[src/rtl/cond_flag_unit.sv]
// Architectural NZCV flag register plus ARM condition-code evaluation.
// Gates the decoder's PC, register and memory write requests by the condition result.
module cond_flag_unit #(
  parameter int NUM_FLAGS = 4
) (
  input  logic                 CLK,
  input  logic                 RESETn,
  input  logic [3:0]           Cond,
  input  logic [NUM_FLAGS-1:0] ALUFlags,
  input  logic [1:0]           FlagW,
  input  logic                 PCS,
  input  logic                 RegW,
  input  logic                 MemW,
  input  logic                 NoWrite,
  input  logic                 Stall,
  output logic                 PCSrc,
  output logic                 RegWrite,
  output logic                 MemWrite,
  output logic                 CondEx,
  output logic [NUM_FLAGS-1:0] Flags,
  output logic                 CarryIn
);

  logic [NUM_FLAGS-1:0] flags_q;
  logic                 n_f, z_f, c_f, v_f;
  logic                 go;

  assign n_f = flags_q[3];
  assign z_f = flags_q[2];
  assign c_f = flags_q[1];
  assign v_f = flags_q[0];

  // Conditions look only at the stored flags, never at this cycle's ALU output.
  always_comb begin
    CondEx = 1'b0;
    case (Cond)
      4'b0000: CondEx = z_f;
      4'b0001: CondEx = ~z_f;
      4'b0010: CondEx = c_f;
      4'b0011: CondEx = ~c_f;
      4'b0100: CondEx = n_f;
      4'b0101: CondEx = ~n_f;
      4'b0110: CondEx = v_f;
      4'b0111: CondEx = ~v_f;
      4'b1000: CondEx = c_f & ~z_f;
      4'b1001: CondEx = ~c_f | z_f;
      4'b1010: CondEx = (n_f == v_f);
      4'b1011: CondEx = (n_f != v_f);
      4'b1100: CondEx = ~z_f & (n_f == v_f);
      4'b1101: CondEx = z_f | (n_f != v_f);
      default: CondEx = 1'b1;
    endcase
  end

  // Reset also forces the gated requests low so nothing commits during reset.
  assign go       = CondEx & ~Stall & RESETn;
  assign PCSrc    = PCS & go;
  assign RegWrite = RegW & go & ~NoWrite;
  assign MemWrite = MemW & go;

  // NZ and CV halves are written independently.
  always_ff @(posedge CLK) begin
    if (!RESETn) begin
      flags_q <= '0;
    end else begin
      if (go & FlagW[1]) flags_q[3:2] <= ALUFlags[3:2];
      if (go & FlagW[0]) flags_q[1:0] <= ALUFlags[1:0];
    end
  end

  assign Flags   = flags_q;
  assign CarryIn = flags_q[1];

endmodule
[config.mk]
export PLATFORM = sky130hd
export DESIGN_NAME = cond_flag_unit
export DESIGN_NICKNAME = d
export VERILOG_FILES = /design/src/rtl/cond_flag_unit.sv
export SDC_FILE = /design/constraint.sdc
export NUM_CORES = 1
export LEC_CHECK = 0
export ABC_AREA = 1
export BUFFER_PORTS_ARGS = -buffer_cell sky130_fd_sc_hd__buf_4
export CORE_AREA = 3 3 40 42
export CTS_BUF_LIST = sky130_fd_sc_hd__clkbuf_4 sky130_fd_sc_hd__clkbuf_8
export DETAILED_ROUTE_END_ITERATION = 10
export DIE_AREA = 0 0 43 45
export HOLD_SLACK_MARGIN = 0.12
export PLACE_DENSITY_LB_ADDON = 0.05
export SYNTH_ARGS = -nofsm -noshare
export SYNTH_HDL_FRONTEND = slang
export SYNTH_SLANG_ARGS = --single-unit
[constraint.sdc]
create_clock -name CLK -period 1.2 [get_ports CLK]
set_input_delay 0.24 -clock CLK [delete_from_list [all_inputs] [get_ports CLK]]
set_output_delay 0.24 -clock CLK [all_outputs]
set_load 0.05 [all_outputs]
After elaboration in Yosys (flattened, before gate mapping). Cells that the tools add are included.

Output and inout bits: 9. Bits in read-only memories: 0. RAM bits: 0. Bits in latches: 0. Register bits: 4. Memories kept: 0. Input bits: 17.

Shift operators: 0. Reductions and logical operators: 1. $mul: 0. Bitwise operators: 18. Eq/ne operators: 15. Add/sub/neg operators: 0. Order comparisons: 0. Muxes and demuxes: 1. Divide/modulo/power cells: 0.

Operator list (count): $eq A4 B4 Y1 const B (6); $eq A4 B3 Y1 const B (4); $pmux W1 S14 (1); $and A1 B1 Y1 (10); $eq A4 B2 Y1 const B (2); $not A1 Y1 (6); $eq A4 B1 Y1 const B (1); $logic_not A4 Y1 (1); $or A1 B1 Y1 (2); $eq A1 B1 Y1 (1); $ne A1 B1 Y1 (1).

Longest topological paths before layout.
Depth in word-level cells: 7. Mapped depth: 12. Depth with buffers taken out: 12.

Worst setup path after synthesis. No wires, ideal clock.

Kind: flip-flop to output port. Start: register flags_q[0] (netlist: Flags[0]). End: output RegWrite. Path buffers: 0. Stages on the path, launching flop included: 9. Data arrival time: 2124 ps. Setup slack: -1164 ps. Cell sequence: dfxtp_1 -> inv_1 -> nand2_1 -> nand3_1 -> a21oi_1 -> nor2_2 -> nand2_4 -> nand2_2 -> nor3b_2.

Word-level cells in the longest chain between the ends: 7.

Ends and longest elaborated chain: start: declaration (line 24) `logic [NUM_FLAGS-1:0] flags_q;`; start signal: assignment (line 67) `if (go & FlagW[0]) flags_q[1:0] <= ALUFlags[1:0];`; $ne A1 B1 Y1 / $eq A1 B1 Y1 (equally long branches); $or A1 B1 Y1 / $and A1 B1 Y1 (equally long branches) (line 50, 49); $pmux W1 S14 * (line 36) `case (Cond)`; named net CondEx (line 19) `output logic CondEx,`; $and A1 B1 Y1 * (2 in series) (line 56) `assign go = CondEx & ~Stall & RESETn;`; $and A1 B1 Y1 * (2 in series) (line 58) `assign RegWrite = RegW & go & ~NoWrite;`; end: declaration (line 17) `output logic RegWrite,`.

The timed path passes the listed nets; every way through them passes the cells marked *.

Worst setup path in the final report.
Start: register flags_q[3] (netlist: Flags[3]). End: output RegWrite.

Word-level cells in the longest chain between the ends: 7.

Ends and longest elaborated chain: start signal: assignment (line 66) `if (go & FlagW[1]) flags_q[3:2] <= ALUFlags[3:2];`; $ne A1 B1 Y1 / $eq A1 B1 Y1 (equally long branches); $or A1 B1 Y1 / $and A1 B1 Y1 (equally long branches) (line 50, 49); $pmux W1 S14 * (line 36); $and A1 B1 Y1 * (2 in series) (line 56); $and A1 B1 Y1 * (2 in series) (line 58).

Mark *: on every way between the ends. The rest lies on a longest branch, timed or not.

==> flow_summary.yaml <==
outcome:
  status: "finished with violations"
  violations: "negative setup slack"
global_routing:
  grt_max_degree: 8
  grt_pass1_wl_um: 2050
  grt_pass1_vias: 524
  grt_use_total: 0.141
  overflow: 0
  antenna_found_initial: 0
setup_path:
  critPathLaunch: "Flags[3]$_SDFFE_PN0P_"
  worstSetupPathType: "flip-flop to primary output"
  path_cells: "inv_2 -> nand2_4 -> nand3_2 -> a21oi_2 -> nor2_2 -> nand2_4 -> nand2_4 -> nor3b_4 -> buf_6"
  cp_common_cell: "nand2_4"
  r2r-start: "Flags[3]$_SDFFE_PN0P_"
  cp.buffers_inverters: 2
  path_delay_family: "simple AND/OR/NAND/NOR gates"
  critPathCaptureType: "primary output"
  slowest_delay_ns: 0.37
  critPathLaunchType: "flip-flop"
  cp.arrival_ns: 1.53
  critPathRequiredTime_ns: 0.96
  cp_slowest_cell: "dfxtp_4"
  cp_max_fo: 4
power:
  p_leak_uw: 0.000484
  combPwrFrac: 0.507
  seqPwrFrac: 0.232
  clockPowerShare: 0.261
  switching_power_uw: 239
  ir_drop_uv: 731
  p_int_uw: 384
  power_uw: 624
  swShare: 0.384
  power_density_mw_per_mm2: 712
clocking:
  clkSinkCount: 4
  cts.clk_slew.worst_paths_ns: 0.04
  cts_buffers: 3
  cts_root_buffer: "clkbuf_4"
  clkLatencyLatePin_ns: 0.23
  cts_tree: "yes"
  h-tree-depth: 1
  cts.path.max_buffers: 2
timing:
  final.period_utilization: 1.47
  rsz0062_at_grt: "yes"
  setup_viol: 8
  fin_ws_ns: -0.566
  worst_clock_skew_ns: 0.00381
  hold_viol: 0
  worstMarginPinSlew_ns: 0.157
  fmax_mhz: 566
  period_minus_slack_ns: 1.77
  slew_violations: 0
  slew_headroom: 0.895
die:
  die_x_um: 43
  ios: 26
  die_area_mm2: 0.00194
  start_util: 0.381
  std_cell_rows: 13
  coreArea_mm2: 0.00128
  fp.dieH_um: 45
routing:
  ant_nets: 0
  wl_met1_um: 570
  highest_layer: "met4"
  dr_wl_met3_um: 79
  wl_met2_um: 669
  routedWlPerCell_um: 9.34
  routed_wl_um: 1330
  drc: 0
  vias: 633
  via_per_inst: 4.46
  drt_iter0_drc: 11
  dr.pass1.iters: 4
worst_hold_path:
  hold_path.class: "input port to flip-flop"
  hp-start: "FlagW[1]"
layout:
  drive_gt1_frac: 0.583
  num-nets-final: 146
  finalNonFillerCells: 142
  postLayoutCoreUtil: 0.682
  antenna_cells: 0
  largest_reg_flops: 4
  synthToLayoutAreaGrowth_pct: 79.0
  finish.instance_area_um2: 876
yosys:
  synthCells: 89
  ys_warn_count: 0
  avgSynthCellArea_um2: 5.50
  synth.distinct_cells: 16
  syn-num-nets: 106
  ys_seq_elements: 4
  synth_area_um2: 489
  yosysSeqAreaShare: 0.164
placed_design:
  dp_hpwl_um: 1070
  numPortBuffers: 25
  place_area_um2: 798
  pre_cts_ws_ns: -0.410
  place_inst: 137
  gp_congestion: 0.897
run:
  cap_violations: 0
[power groups by stage]
stage | Combinational, µW | Sequential (µW) | Clock (µW)
2_1_floorplan | 154 | 165 | 0
3_3_place_gp | 295 | 144 | 0
3_5_place_dp | 299 | 145 | 0
4_1_cts | 311 | 143 | 169
5_1_grt | 342 | 145 | 181
6_report | 316 | 145 | 163
[metal layers]
metal | global-route usage | vias to the layer above
met2 | 0.231 | 20
met5 | 0 | -
met1 | 0.171 | 265
li1 | - | 346
met3 | 0.0359 | 2
met4 | 0.0783 | 0
[area by class of cell]
cell class                      instances  area (µm²)
Sequential cell                         4        95.1
Inverter                               20        77.6
Tap cell                               15        18.8
Timing Repair Buffer                   36         285
Fill cell                             117         409
Multi-Input combinational cell         64         377
Clock buffer                            3        22.5
[what timing repair did]
| action | 4_1_cts | 5_1_grt |
|---|---|---|
| hold buffers | 0 | 0 |
| gates cloned | 0 | 0 |
| pin swaps | 8 | 2 |
| gates resized for setup | 6 | 7 |
| buffers inserted | 3 | 0 |
| endpoints found under the setup margin | 8 | 8 |
[worst min-delay path, delay by kind of cell]
kind | cells | cell delay, ns
buf+inv | 1 | 0.09
simple gates | 3 | 0.19
[synthesized netlist by cell type, drive strengths merged]
cell type  count  share of area
nand2         31           0.26
inv           19           0.15
nor2          17           0.20
nand3          8           0.10
dfxtp          4           0.16
nand4          4          0.051
a21oi          3          0.031
buf            1          0.015
clkinv         1         0.0077
nor3b          1          0.026
[placed cells by master, fill, tap and decap left out, drive strengths merged]
cell type / n
a21oi: 3
nand3: 8
clkbuf: 3
nand4: 4
nor3b: 1
inv: 19
nand2: 31
nor2: 17
buf: 36
clkinv: 1
dfxtp: 4
[through the flow]
stage / TNS (ns) / hold WS, ns
finish: -2.72 / 0.326
floorplan: -2.89 / 0.365
CTS: -2.77 / 0.325
detailed placement: -2.41 / 0.570
global placement: -2.09 / 0.573
global route: -3.57 / 0.348
[final timing paths]
path,endpoint,slack (ns),cells after the start
max reg2reg,Flags[0]$_SDFFE_PN0P_,-0.19,12
min reg2reg,Flags[1]$_SDFFE_PN0P_,0.66,5
min,Flags[3]$_SDFFE_PN0P_,0.33,4
max,RegWrite,-0.57,9
[cell families after synthesis]
logic type	after synthesis	synth area share
AO/OA/AOI/OAI	3	0.0307
buffers and inverters	21	0.169
AND/OR/NAND/NOR	61	0.637
flip-flops	4	0.164
(Power assumes the default switching activity.)
